[src/rtl/pause_sequencer.sv]
// pause_sequencer
//   Moves the uP between run and paused operation. The three pause sources
//   (synchronized pin, JTAG, CCTRL map bit) are merged into one request. The
//   block drives the start-pause handshake to the core and waits for the
//   core's acknowledge before it asserts the formal paused state. It also
//   bounds the drain with a timeout, holds a guaranteed resume window, and
//   reports which sources caused the pause.
//
// Ports
//   i_clk            system clock (only clock)
//   i_rstn           asynchronous active-low reset
//   i_isBooted       bootloader finished (level)
//   i_pinPause       synchronized pause pin request (level)
//   i_jtagPause      JTAG pause request (level)
//   i_mapPause       CCTRL pause bit (level)
//   i_coreNowPaused  core reports it is locally paused (level)
//   o_startPause     pause request to the core
//   o_isPaused       formal uP paused state
//   o_cause          sources behind the current pause, {map, jtag, pin}
//   o_timeout        sticky: the last pause attempt timed out
//
// State  | meaning
// BOOT   | bootloader running, requests ignored
// RUN    | normal operation, waiting for a pause request
// DRAIN  | start-pause asserted, waiting for the core ack (bounded by TIMEOUT)
// PAUSED | core acknowledged, formal paused state asserted
// RESUME | unpaused window of RESUME_CYCLES, requests ignored
module pause_sequencer #(
  parameter int TIMEOUT       = 16,
  parameter int RESUME_CYCLES = 2
) (
  input  logic       i_clk,
  input  logic       i_rstn,
  input  logic       i_isBooted,
  input  logic       i_pinPause,
  input  logic       i_jtagPause,
  input  logic       i_mapPause,
  input  logic       i_coreNowPaused,
  output logic       o_startPause,
  output logic       o_isPaused,
  output logic [2:0] o_cause,
  output logic       o_timeout
);

  localparam int MAXCNT = (TIMEOUT > RESUME_CYCLES) ? TIMEOUT : RESUME_CYCLES;
  localparam int CW     = $clog2(MAXCNT + 1);

  localparam logic [CW-1:0] DRAIN_LAST  = CW'(TIMEOUT - 1);
  localparam logic [CW-1:0] RESUME_LAST = CW'(RESUME_CYCLES - 1);

  typedef enum logic [2:0] {
    BOOT,
    RUN,
    DRAIN,
    PAUSED,
    RESUME
  } stateT;

  stateT         state, stateNxt;
  logic [CW-1:0] cnt, cntNxt;
  logic [2:0]    causeNxt;
  logic          timeoutNxt;
  logic          startPauseNxt;
  logic          isPausedNxt;

  logic          req;
  logic [2:0]    src;

  assign req = i_pinPause | i_jtagPause | i_mapPause;
  assign src = {i_mapPause, i_jtagPause, i_pinPause};

  always_ff @(posedge i_clk or negedge i_rstn) begin
    if (!i_rstn) begin
      state        <= BOOT;
      cnt          <= '0;
      o_startPause <= 1'b0;
      o_isPaused   <= 1'b0;
      o_cause      <= 3'b000;
      o_timeout    <= 1'b0;
    end else begin
      state        <= stateNxt;
      cnt          <= cntNxt;
      o_startPause <= startPauseNxt;
      o_isPaused   <= isPausedNxt;
      o_cause      <= causeNxt;
      o_timeout    <= timeoutNxt;
    end
  end

  always_comb begin
    stateNxt   = state;
    cntNxt     = cnt;
    causeNxt   = o_cause;
    timeoutNxt = o_timeout;

    if (state != BOOT && !i_isBooted) begin
      // Losing boot overrides everything; no pause is in progress in BOOT,
      // so the cause report is cleared as well.
      stateNxt = BOOT;
      causeNxt = 3'b000;
    end else begin
      unique case (state)
        BOOT: begin
          if (i_isBooted) stateNxt = RUN;
        end
        RUN: begin
          if (req) begin
            stateNxt = DRAIN;
            causeNxt = src;
          end
        end
        DRAIN: begin
          causeNxt = o_cause | src;
          // Request drop beats ack, ack beats timeout.
          if (!req) begin
            stateNxt = RESUME;
          end else if (i_coreNowPaused) begin
            stateNxt   = PAUSED;
            timeoutNxt = 1'b0;
          end else if (cnt == DRAIN_LAST) begin
            stateNxt   = RESUME;
            timeoutNxt = 1'b1;
          end else begin
            cntNxt = cnt + CW'(1);
          end
        end
        PAUSED: begin
          causeNxt = o_cause | src;
          if (!req) begin
            stateNxt = RESUME;
          end else if (!i_coreNowPaused) begin
            stateNxt = DRAIN;
          end
        end
        RESUME: begin
          if (cnt == RESUME_LAST) begin
            stateNxt = RUN;
            causeNxt = 3'b000;
          end else begin
            cntNxt = cnt + CW'(1);
          end
        end
        default: begin
          stateNxt = BOOT;
        end
      endcase
    end

    // The shared counter restarts on every state change, including the
    // PAUSED -> DRAIN re-handshake.
    if (stateNxt != state) cntNxt = '0;

    startPauseNxt = (stateNxt == DRAIN) || (stateNxt == PAUSED);
    isPausedNxt   = (stateNxt == PAUSED);
  end

endmodule

[config.mk]
export PLATFORM = sky130hd
export DESIGN_NAME = pause_sequencer
export DESIGN_NICKNAME = d
export VERILOG_FILES = /design/src/rtl/pause_sequencer.sv
export SDC_FILE = /design/constraint.sdc
export NUM_CORES = 1
export LEC_CHECK = 0
export CORE_MARGIN = 8
export CORE_UTILIZATION = 34
export DETAILED_ROUTE_END_ITERATION = 8
export PLACE_DENSITY_LB_ADDON = 0.25
export SETUP_SLACK_MARGIN = 0.2
export SKIP_LAST_GASP = 1
export SLEW_MARGIN = 20
export SYNTH_ARGS = -nofsm -noshare
export SYNTH_HDL_FRONTEND = slang
export SYNTH_SLANG_ARGS = --single-unit
export TNS_END_PERCENT = 1
[constraint.sdc]
create_clock -name i_clk -period 6.74 [get_ports i_clk]
set_input_delay 1.011 -clock i_clk [delete_from_list [all_inputs] [get_ports i_clk]]
set_output_delay 1.011 -clock i_clk [all_outputs]
set_load 0.03 [all_outputs]
**After elaboration in Yosys (flattened, before gate mapping)**

Index checks and enable logic that the tools add are counted.

- Input port bits: 7
- Bits in registers: 14
- Output and inout port bits: 6
- Word-level logic and storage cells: 62

- Equality and inequality tests: 16
- Multiplexer cells: 23
- Reductions and logical operators: 12
- $add $sub $neg: 1
- Bitwise logic cells: 4

Operators by type and width:

| cell | count |
|---|---|
| 3-bit 2-to-1 mux | 12 |
| 5-bit 2-to-1 mux | 6 |
| 3-bit inequality test, second input constant | 6 |
| 3-bit one-hot mux with 5 select lines | 1 |
| 3-bit by 2-bit equality test with 1-bit output, second input constant | 4 |
| 5-bit one-hot mux with 2 select lines | 1 |
| 3-bit one-hot mux with 3 select lines | 1 |
| 6-bit AND reduction | 1 |
| 3-bit nonzero test | 2 |
| 5-bit by 1-bit adder with 5-bit output, second input constant | 1 |
| 5-bit by 1-bit equality test with 1-bit output, second input constant | 1 |
| 5-bit by 4-bit equality test with 1-bit output, second input constant | 1 |
| 4-bit AND reduction | 1 |
| 4-bit nonzero test | 1 |
| 3-bit by 1-bit equality test with 1-bit output, second input constant | 1 |
| 3-bit equality test, second input constant | 1 |
| 3-bit zero test | 1 |
| 3-bit inequality test | 1 |
| 3-bit OR | 1 |
| 3-bit AND reduction | 1 |
| 1-bit 2-to-1 mux | 2 |
| 2-bit by 1-bit inequality test with 1-bit output, second input constant | 1 |
| 1-bit OR | 2 |
| 2-bit nonzero test | 1 |
| 5 further kinds | 5 |

**Depth between registers and ports, before layout**

Gate-level depths: netlist of the first run.

- Depth in word-level cells: 9
- Depth in mapped cells: 8
- Gate-level depth less buffers: 8

**Worst setup path after synthesis of the first run**

OpenSTA, ideal clock, no wires.

- Kind: input to register
- Start point: in i_mapPause
- End point: reg cnt[0]
- Setup slack: 4.396 ns
- Arrival: 2.208 ns
- Stages: 5
- Path through: nor3_4 mux2i_1 o32ai_2 a211oi_2 nor3_1

- Longest elaborated chain between the ends: 7
- Elaborated cells on any way between the ends: 15
- Classes of those cells: 6 x eq/ne; 6 x mux; 1 x bitwise; 2 x reduce/logical

RTL lines:

| element | RTL line | source |
|---|---|---|
| start, declared | 37 | `input logic i_mapPause,` |
| 1-bit OR (*) | 69 | `assign req = i_pinPause \| i_jtagPause \| i_mapPause;` |
| 3-bit 2-to-1 mux, on equally long branches | 129, 107, 115 |  |
| 3-bit one-hot mux with 5 select lines | 102 | `unique case (state)` |
| 3-bit 2-to-1 mux | 96 | `if (state != BOOT && !i_isBooted) begin` |
| 3-bit inequality test | 151 | `if (stateNxt != state) cntNxt = '0;` |
| 3-bit inequality test (no line), or another cell as far along | - |  |
| 6-bit AND reduction (no line) | - |  |
| end signal, assigned | 82 | `cnt <= cntNxt;` |
| end, declared | 60 | `logic [CW-1:0] cnt, cntNxt;` |

Mark *: on every way between the ends. The rest lies on a longest branch, timed or not.
A chain may end at the register's enable or synchronous reset.

**Worst setup path in the final report of the first run**

- Start point: in i_mapPause
- End point: reg cnt[2]

The elaborated chain is that of the path after synthesis.

==> results of run 1 <==
==> logic make-up (layout without fill, tap and decap cells) <==
logic type                 count (synthesis)  count (layout)  share of synthesized area (%)
buffers and inverters                      8              20                          3.618
muxes                                      3               3                          3.485
DFF                                       14              14                          37.53
xor gates and xnor gates                   3               3                          2.816
AOI/OAI and AO/OA                         24              24                          20.51
and+or+nand+nor                           44              44                          28.02
adders and majority gates                  3               3                          4.022
==> layer usage <==
layer  vias to the layer above  global-route usage (%)  wire (um)
met5                         -                       0          0
met4                         0                   3.836          6
met3                         2                   2.782        118
met2                        17                   16.96       1021
met1                       371                   12.26        989
li1                        384                       -          -
==> path summary, 6_finish.rpt <==
path / startpoint / endpoint / slack [ps] / cells past startpoint
min in group asynchronous: i_rstn / o_cause[0] / 1120 / 1
worst max register to register: cnt[0] / cnt[4] / 4320 / 8
worst min-delay path: o_cause[2] / o_cause[2] / 540 / 1
max in group asynchronous: i_rstn / cnt[1] / 5200 / 1
worst max-delay path: i_mapPause / cnt[2] / 3930 / 6
worst min register to register: o_cause[2] / o_cause[2] / 540 / 1
==> power by group <==
group | total, mW | internal (mW) | switching [mW]
Combinational | 0.165 | 0.0704 | 0.0945
Sequential | 0.123 | 0.100 | 0.0225
Clock | 0.0645 | 0.0329 | 0.0316
==> layout make-up <==
class	count	area, um2	share of cell area (%)
sequential	14	350.3	31.57
tap	31	38.79	3.495
inverter	4	15.01	1.353
multi-input combinational	77	549.3	49.49
timing repair buffer	12	120.1	10.82
clock buffer	4	36.28	3.269
==> sequential cells by signal (all words and copies together) (netlist names) <==
register,flops
cnt,5
o_cause,3
state,3
o_isPaused,1
o_startPause,1
o_timeout,1
==> cells in the final DEF (no fill, tap or decap), drive strengths merged <==
cell type,n
dfrtp,14
clkdlybuf4s50,12
nor3,10
nand2b,7
a21oi,6
nor2,5
inv,4
nand2,4
clkbuf,4
and3,3
nor2b,3
o21ai,3
nand3,3
xor2,3
a22o,3
ha,3
a211oi,3
a21boi,2
o32ai,2
or2,2
mux2,2
a31oi,2
nand3b,1
or3b,1
mux2i,1
nor4b,1
or3,1
nor3b,1
o2111a,1
o31a,1
nor4,1
o21bai,1
and2,1
==> per-stage QoR <==
step           area [um2]  setup slack (ps)  instances  total power [mW]
2_1_floorplan       933.4              4396         99            0.2420
3_3_place_gp         1074              3637        138            0.2880
3_5_place_dp         1074              3636        138            0.2893
4_1_cts              1110              3933        142            0.3543
5_1_grt              1110              3738        142            0.3815
6_report             1110              3934        142            0.3521
==> flow_summary.yaml, run 1 <==
flow_run:
  cap_violations: 0
grt:
  antenna_found_initial: 0
  track_usage_pct: 10.22
  grt_overflow_total: 0
  grt_max_degree: 15
  grt_pass1_vias: 791
  grt_pass1_wl_um: 3698
yosys:
  syn-cell-area_um2: 933.4
  synth_edf_count: 0
  yosys-top-cells-count: "dfrtp_1, nor3_1, nand2b_1, a21oi_1, nor2_1"
  synth_nets: 109
  yosysWarnings: 0
  synthArstFlopShare_pct: 100.0
  syn_avg_cell_area_um2: 9.428
  synth_area_leaders: "dfrtp_1, nor3_1, nand2b_1, ha_1, o32ai_2"
  ys_ff_latch: 14
  synth_seq_area_share_pct: 37.53
  synth.most_common_cell: "dfrtp_1"
  ys.flop_type: "dfrtp_1"
  synth.distinct_cells: 35
  postSynthCellCount: 99
  yosysTopAreaCell: "dfrtp_1"
  synth_top_area_share_pct: 37.53
timing:
  setup_violations: 0
  maxSlewHeadroom_pct: 55.74
  timing.final.crit_share_pct: 41.63
  finalCriticalPeriod_ps: 2806
  max_freq_ghz: 0.3564
  report.final.slew_viol_count: 0
  setup_tns_ps: 0
  final_hold_viol_count: 0
  rsz0062_at_grt: "false"
  clock_skew_ps: 2.599
  worstMarginPinSlew_ps: 661.8
  holdWs_ps: 536.5
finish:
  syn2layout_area_growth_pct: 18.90
  utilization_pct: 41.31
  fill_cells: 268
  num-nets-final: 122
  antennaDiodeCount: 0
  layout-drive-gt1-share_pct: 12.61
cts:
  cts_root_buf: "clkbuf_4"
  htreeDepth: 1
  postCtsHoldBufs: 0
  cts_buffers: 3
  cts_tree: "done"
  cts_setup_buffers: 0
  insertion_delay_ps: 290
  clockBufferDepth: 2
  cts_resized: 0
  clkTransAtPathRegs_ps: 100
  clock-sinks: 14
worst_setup_path:
  cp_num_buf_inv: 1
  crit_fanout: 10
  cp-start-kind: "primary input"
  cp.required_ps: 6910
  worst-setup-path-type: "primary input to flop"
  cpLargestDelayFamily: "compound AO/OA/AOI/OAI gates"
  crit_chain: "clkdlybuf4s50_1 > nor3_4 > mux2i_1 > o32ai_2 > a211oi_2 > nor3_1"
  critical_path.endpoint_type: "flop"
  worstPathArrival_ps: 2970
  crit_path_top_delay_cell: "clkdlybuf4s50_1"
  slowest_delay_ps: 460
floorplan:
  dieArea_mm2: 0.004678
  fp.dieH_um: 68.40
  initial_core_util_pct: 34.75
  num_rows: 19
  dieWidth_um: 68.40
  core_mm2: 0.002686
  pin_count: 13
route:
  firstDrtPassIters: 4
  post_drt_wl_per_cell_um: 15.04
  wirelength_um: 2136
  drc: 0
  drt-vias-per-instance: 5.451
  drt_iter0_drc: 20
  vias: 774
  ant_nets: 0
place:
  numPortBuffers: 12
  gp_congestion: 0.8330
  hpwlAfterDp_um: 1564
power:
  power.density_mw_per_mm2: 317.3
  p_leak_nw: 0.4465
  irDropWorstVdd_mv: 0.1549
worst_hold_path:
  hold_path.class: "flop to flop"
status:
  status: "completed"
(Power assumes the default switching activity.)
==> run 2: changes to the inputs <==
clock period = 2.9 ns   (was 6.74 ns; I/O delays follow)
==> run 2 against run 1 <==
Die area unchanged. Count of clock-buffer cells in the layout unchanged. Clock power up 120%. Sequential cell count unchanged. Wire length up 2.1%. Via count up 2.3%. Design area up 0.68%. Critical path depth up 2. Largest power group unchanged.
==> flow_summary.yaml, run 2 (synthesized netlist as in run 1, its figures left out) <==
status:
  status: "completed"
grt:
  track_usage_pct: 10.55
  top_usage_layer: "met2"
  grt_overflow_total: 0
  grt_pass1_vias: 838
  met3_usage_pct: 4.419
  antenna_found_initial: 0
  grt_max_degree: 15
  grt_pass1_wl_um: 3767
  met1_usage_pct: 12.54
  grt_use_met2_pct: 16.84
worst_setup_path:
  cpLargestDelayFamily: "simple AND/OR/NAND/NOR gates"
  startpoint: "cnt[0]"
  crit_fanout: 4
  r2r_start: "cnt[0]"
  crit_chain: "ha_1 > and3_1 > ha_1 > or2_2 > o32ai_2 > nand2_1 > mux2_2 > nor3_1"
  crit_path_top_delay_cell: "dfrtp_1"
  timing.rr.end: "cnt[4]"
  slowest_delay_ps: 430
  critical_path.endpoint_type: "flop"
  worstPathArrival_ps: 2560
  rrSetupSlack_ps: 550
  endpoint: "cnt[4]"
  cp.required_ps: 3110
  cp-start-kind: "flop"
  cp_num_buf_inv: 0
  ff2ff_path_depth: 8
  cp_common_cell: "ha_1"
  worst-setup-path-type: "flop to flop"
  cp.depth: 8
timing:
  maxSlewHeadroom_pct: 56.44
  timing.final.crit_share_pct: 81.01
  setup_tns_ps: 0
  report.final.slew_viol_count: 0
  setup_violations: 0
  rsz0062_at_grt: "false"
  final_hold_viol_count: 0
  worstMarginPinSlew_ps: 651.4
  max_freq_ghz: 0.4256
  clock_skew_ps: 15.35
  finalCriticalPeriod_ps: 2349
route:
  vias: 792
  drc: 0
  drt-vias-per-instance: 5.538
  drt_iter0_drc: 32
  wirelength_um: 2181
  ant_nets: 0
  firstDrtPassIters: 4
  post_drt_wl_per_cell_um: 15.25
finish:
  multi_input_area_um2: 549.3
  top_register: "cnt"
  fill_cells: 274
  layout-drive-gt1-share_pct: 13.39
  largest_reg_flops: 5
  reg.largest.list: "cnt x5, o_cause x3, state x3"
  antennaDiodeCount: 0
  syn2layout_area_growth_pct: 19.70
  layout_common_cells: "dfrtp_1, clkdlybuf4s50_1, nor3_1, nand2b_1, a21oi_1"
  seq_area_um2: 350.3
  mostFrequentLayoutCell: "dfrtp_1"
  design_area_mm2: 0.001117
  num-nets-final: 123
  layout.cells.non_filler: 143
cts:
  cts_tree: "done"
  clkTransAtPathRegs_ps: 100
  clockBufferDepth: 2
  cts_root_buf: "clkbuf_4"
  cts_buffers: 3
  insertion_delay_ps: 290
  cts_resized: 0
  htreeDepth: 1
  cts_setup_buffers: 0
  clock-sinks: 14
  postCtsHoldBufs: 0
place:
  dp.cells: 139
  gp_congestion: 0.8615
  numPortBuffers: 12
  hpwlAfterDp_um: 1689
  place_area_mm2: 0.001081
power:
  power.total_mw: 0.8209
  power.density_mw_per_mm2: 734.7
  p_leak_nw: 0.4513
  irDropWorstVdd_mv: 0.4883
worst_hold_path:
  hold_path.class: "primary input to asynchronous set/reset pin"
floorplan:
  core_mm2: 0.002686
  fp.dieH_um: 68.40
  num_rows: 19
  pin_count: 13
  dieWidth_um: 68.40
  dieArea_mm2: 0.004678
  initial_core_util_pct: 34.75
flow_run:
  cap_violations: 0
==> run 2: cell types whose count changed in the layout (fill, tap and decap cells not counted), sizes merged <==
cell	previous run	this run
buf	0	1
==> run 2: worst register-to-register path, stage by stage (launching register included) <==
cell and delay [ps]:
dfrtp_1 430, ha_1 230, and3_1 190, ha_1 210
or2_2 300, o32ai_2 300, nand2_1 180, mux2_2 310
nor3_1 140
==> run 2: power by group <==
part	switching, mW	total (mW)	internal (mW)
combinational	0.224	0.388	0.164
clock	0.0680	0.144	0.0764
sequential	0.0551	0.288	0.233
total	0.347	0.821	0.474
==> run 2: per-layer routing <==
metal | wire length [um] | share of wire (%) | vias up
li1 | - | - | 386
met1 | 962 | 44 | 387
met3 | 151 | 6.9 | 4
met5 | 0 | 0 | -
met2 | 1045 | 48 | 15
met4 | 22 | 1.0 | 0
==> run 2: worst min path at each step <==
stage	cells after the start	endpoint	start	slack [ps]
3_5_place_dp	1	o_cause[2]	o_cause[2]	530
3_3_place_gp	1	o_cause[2]	o_cause[2]	520
4_1_cts	1	o_cause[2]	o_cause[2]	550
2_1_floorplan	0	cnt[0]	i_rstn	140
5_1_grt	2	o_cause[1]	o_cause[1]	580
6_report	1	o_cause[1]	i_rstn	530
==> run 2: cell type report <==
class / instances / area share [%]
timing repair buffer: 13 / 11.42
inverter: 4 / 1.344
clock buffer: 4 / 3.247
tap: 31 / 3.471
multi-input combinational: 77 / 49.16
sequential: 14 / 31.36
==> run 2: through the flow <==
step	hold WS (ps)	utilization (%)	setup slack, ps
CTS	549.6	41.59	550.7
finish	532.8	41.59	550.6
detailed placement	527.7	40.24	459.5
global placement	516.9	40.24	517.9
global route	577.3	41.59	336.6
floorplan	139.4	-	789.4
==> run 3: changes to the inputs <==
clock period = 2.3 ns   (was 2.9 ns; I/O delays follow)
==> run 3 against run 2 <==
Wire length up 2.4%. Sequential power up 24%. Clock power up 26%. Count of clock-buffer cells in the layout is the same. First-iteration DRC count grew 25%. Maximum frequency is 16% higher. Non-clock buffer count is 10 higher. Design area up 17%. Worst hold slack worse by 82 ps. Sequential cell count unchanged. Power increased by 42%. Via count is 6.1% higher. Critical endpoint is now cnt[0].
==> flow_summary.yaml, run 3 (synthesized netlist as in run 1, its figures left out) <==
place:
  hpwlAfterDp_um: 1651
  pre_cts_ws_ps: 46.73
  gp_congestion: 0.8375
  numPortBuffers: 12
power:
  p_seq_share_pct: 30.7
  p_comb_share_pct: 53.8
  switchingPower_mw: 0.4893
  irDropWorstVdd_mv: 0.5149
  switching_share_pct: 41.98
  power.density_mw_per_mm2: 892.2
  share_clk_of_total_power_pct: 15.5
  intPower_mw: 0.6762
  p_leak_nw: 0.5235
route:
  drc: 0
  ant_nets: 0
  post_drt_wl_per_cell_um: 14.59
  drt_iter0_drc: 40
  drt-vias-per-instance: 5.490
  firstDrtPassIters: 4
  vias: 840
  wirelength_um: 2233
finish:
  utilization_pct: 48.63
  mostFrequentLayoutCell: "dfrtp_1"
  fill_cells: 262
  top_register: "cnt"
  reg.largest.list: "cnt x5, o_cause x3, state x3"
  antennaDiodeCount: 0
  num-nets-final: 133
  syn2layout_area_growth_pct: 39.95
  layout-drive-gt1-share_pct: 31.15
  layout_common_cells: "dfrtp_1, clkdlybuf4s50_1, buf_4, nand2b_1, a21oi_1"
  largest_reg_flops: 5
timing:
  setup_ws_ps: 268.0
  timing.final.crit_share_pct: 88.35
  report.final.slew_viol_count: 0
  holdWs_ps: 450.3
  maxSlewHeadroom_pct: 56.11
  setup_violations: 0
  max_freq_ghz: 0.4921
  rsz0062_at_grt: "true"
  final_hold_viol_count: 0
  clock_skew_ps: 10.43
  finalCriticalPeriod_ps: 2032
  setup_tns_ps: 0
  worstMarginPinSlew_ps: 656.4
cts:
  cts_root_buf: "clkbuf_4"
  htreeDepth: 1
  clockBufferDepth: 2
  clock-sinks: 14
  clkTransAtPathRegs_ps: 90
  cts_buffers: 3
  postCtsHoldBufs: 0
  insertion_delay_ps: 290
  cts_tree: "done"
worst_hold_path:
  hold_path.class: "primary input to asynchronous set/reset pin"
floorplan:
  dieArea_mm2: 0.004678
  num_rows: 19
  fp.dieH_um: 68.40
  dieWidth_um: 68.40
  initial_core_util_pct: 34.75
  pin_count: 13
  core_mm2: 0.002686
grt:
  track_usage_pct: 10.51
  grt_overflow_total: 0
  grt_max_degree: 15
  antenna_found_initial: 0
  grt_pass1_vias: 829
  grt_pass1_wl_um: 3801
worst_setup_path:
  worst-setup-path-type: "flop to flop"
  worstPathArrival_ps: 2240
  crit_path_top_delay_cell: "dfrtp_1"
  slowest_delay_ps: 410
  crit_chain: "buf_4 > ha_1 > nor4b_4 > or3_4 > a211oi_4 > a211oi_2 > buf_4 > nor3_2"
  cp.required_ps: 2500
  critical_path.endpoint_type: "flop"
  cp-start-kind: "flop"
  cp_common_cell: "buf_4"
  crit_fanout: 5
status:
  status: "completed"
flow_run:
  cap_violations: 0
==> run 3: cell types whose count changed in the layout (fill, tap and decap cells not counted), sizes merged <==
| cell | delta |
|---|---|
| buf | +10 |
==> run 3: metrics by stage <==
| stage | area (um2) | total power, mW | std cells |
|---|---|---|---|
| 3_3_place_gp | 1135 | 0.8941 | 144 |
| 5_1_grt | 1306 | 1.243 | 153 |
| 4_1_cts | 1241 | 1.139 | 152 |
| 6_report | 1306 | 1.166 | 153 |
| 3_5_place_dp | 1135 | 0.8959 | 144 |
| 2_1_floorplan | 949.7 | 0.7141 | 99 |
==> run 3: power by group through the flow <==
stage          clock, mW  combinational, mW  sequential (mW)
2_1_floorplan          0              0.329            0.385
3_3_place_gp           0              0.541            0.353
3_5_place_dp           0              0.541            0.354
4_1_cts            0.186              0.601            0.352
5_1_grt            0.202              0.675            0.366
6_report           0.181              0.627            0.357
==> run 3: repair_timing <==
item                                    4_1_cts  5_1_grt
buffers inserted                              4        1
resized for setup                             7       10
endpoints found under the setup margin        5        5
pin swaps                                     4        5
==> run 3: routing by layer <==
layer | global-route usage (%) | vias up | share of wire [%]
li1 | - | 407 | -
met1 | 12.33 | 399 | 45
met2 | 17.19 | 28 | 47
met3 | 3.928 | 6 | 7.3
met4 | 3.581 | 0 | 1.5
met5 | 0 | - | 0
==> run 3: final cells by class <==
| class | instances | area (um2) | share of cell area [%] |
|---|---|---|---|
| repair buffers | 23 | 202.7 | 15.52 |
| multi-input cells | 77 | 663.1 | 50.77 |
| clock buffers | 4 | 36.28 | 2.778 |
| inverters | 4 | 15.01 | 1.149 |
| well taps | 31 | 38.79 | 2.969 |
| flip-flops and latches | 14 | 350.3 | 26.82 |
==> run 3: critical path, delay by kind of cell, from the launching register on <==
| family | cells | cell delay (ps) |
|---|---|---|
| compound gates | 2 | 340 |
| buf+inv | 2 | 310 |
| flops | 1 | 410 |
| fa+ha+maj | 1 | 190 |
| simple gates | 3 | 690 |
==> run 3: worst paths after layout <==
path | startpoint | endpoint | cells after the start | slack (ps)
max | cnt[0] | cnt[0] | 8 | 270
max reg2reg | cnt[0] | cnt[0] | 8 | 270
min | i_rstn | o_cause[2] | 1 | 450
max in group asynchronous | i_rstn | state[1] | 1 | 1420
min in group i_clk | o_cause[2] | o_cause[2] | 1 | 540
min reg2reg | o_cause[2] | o_cause[2] | 1 | 540
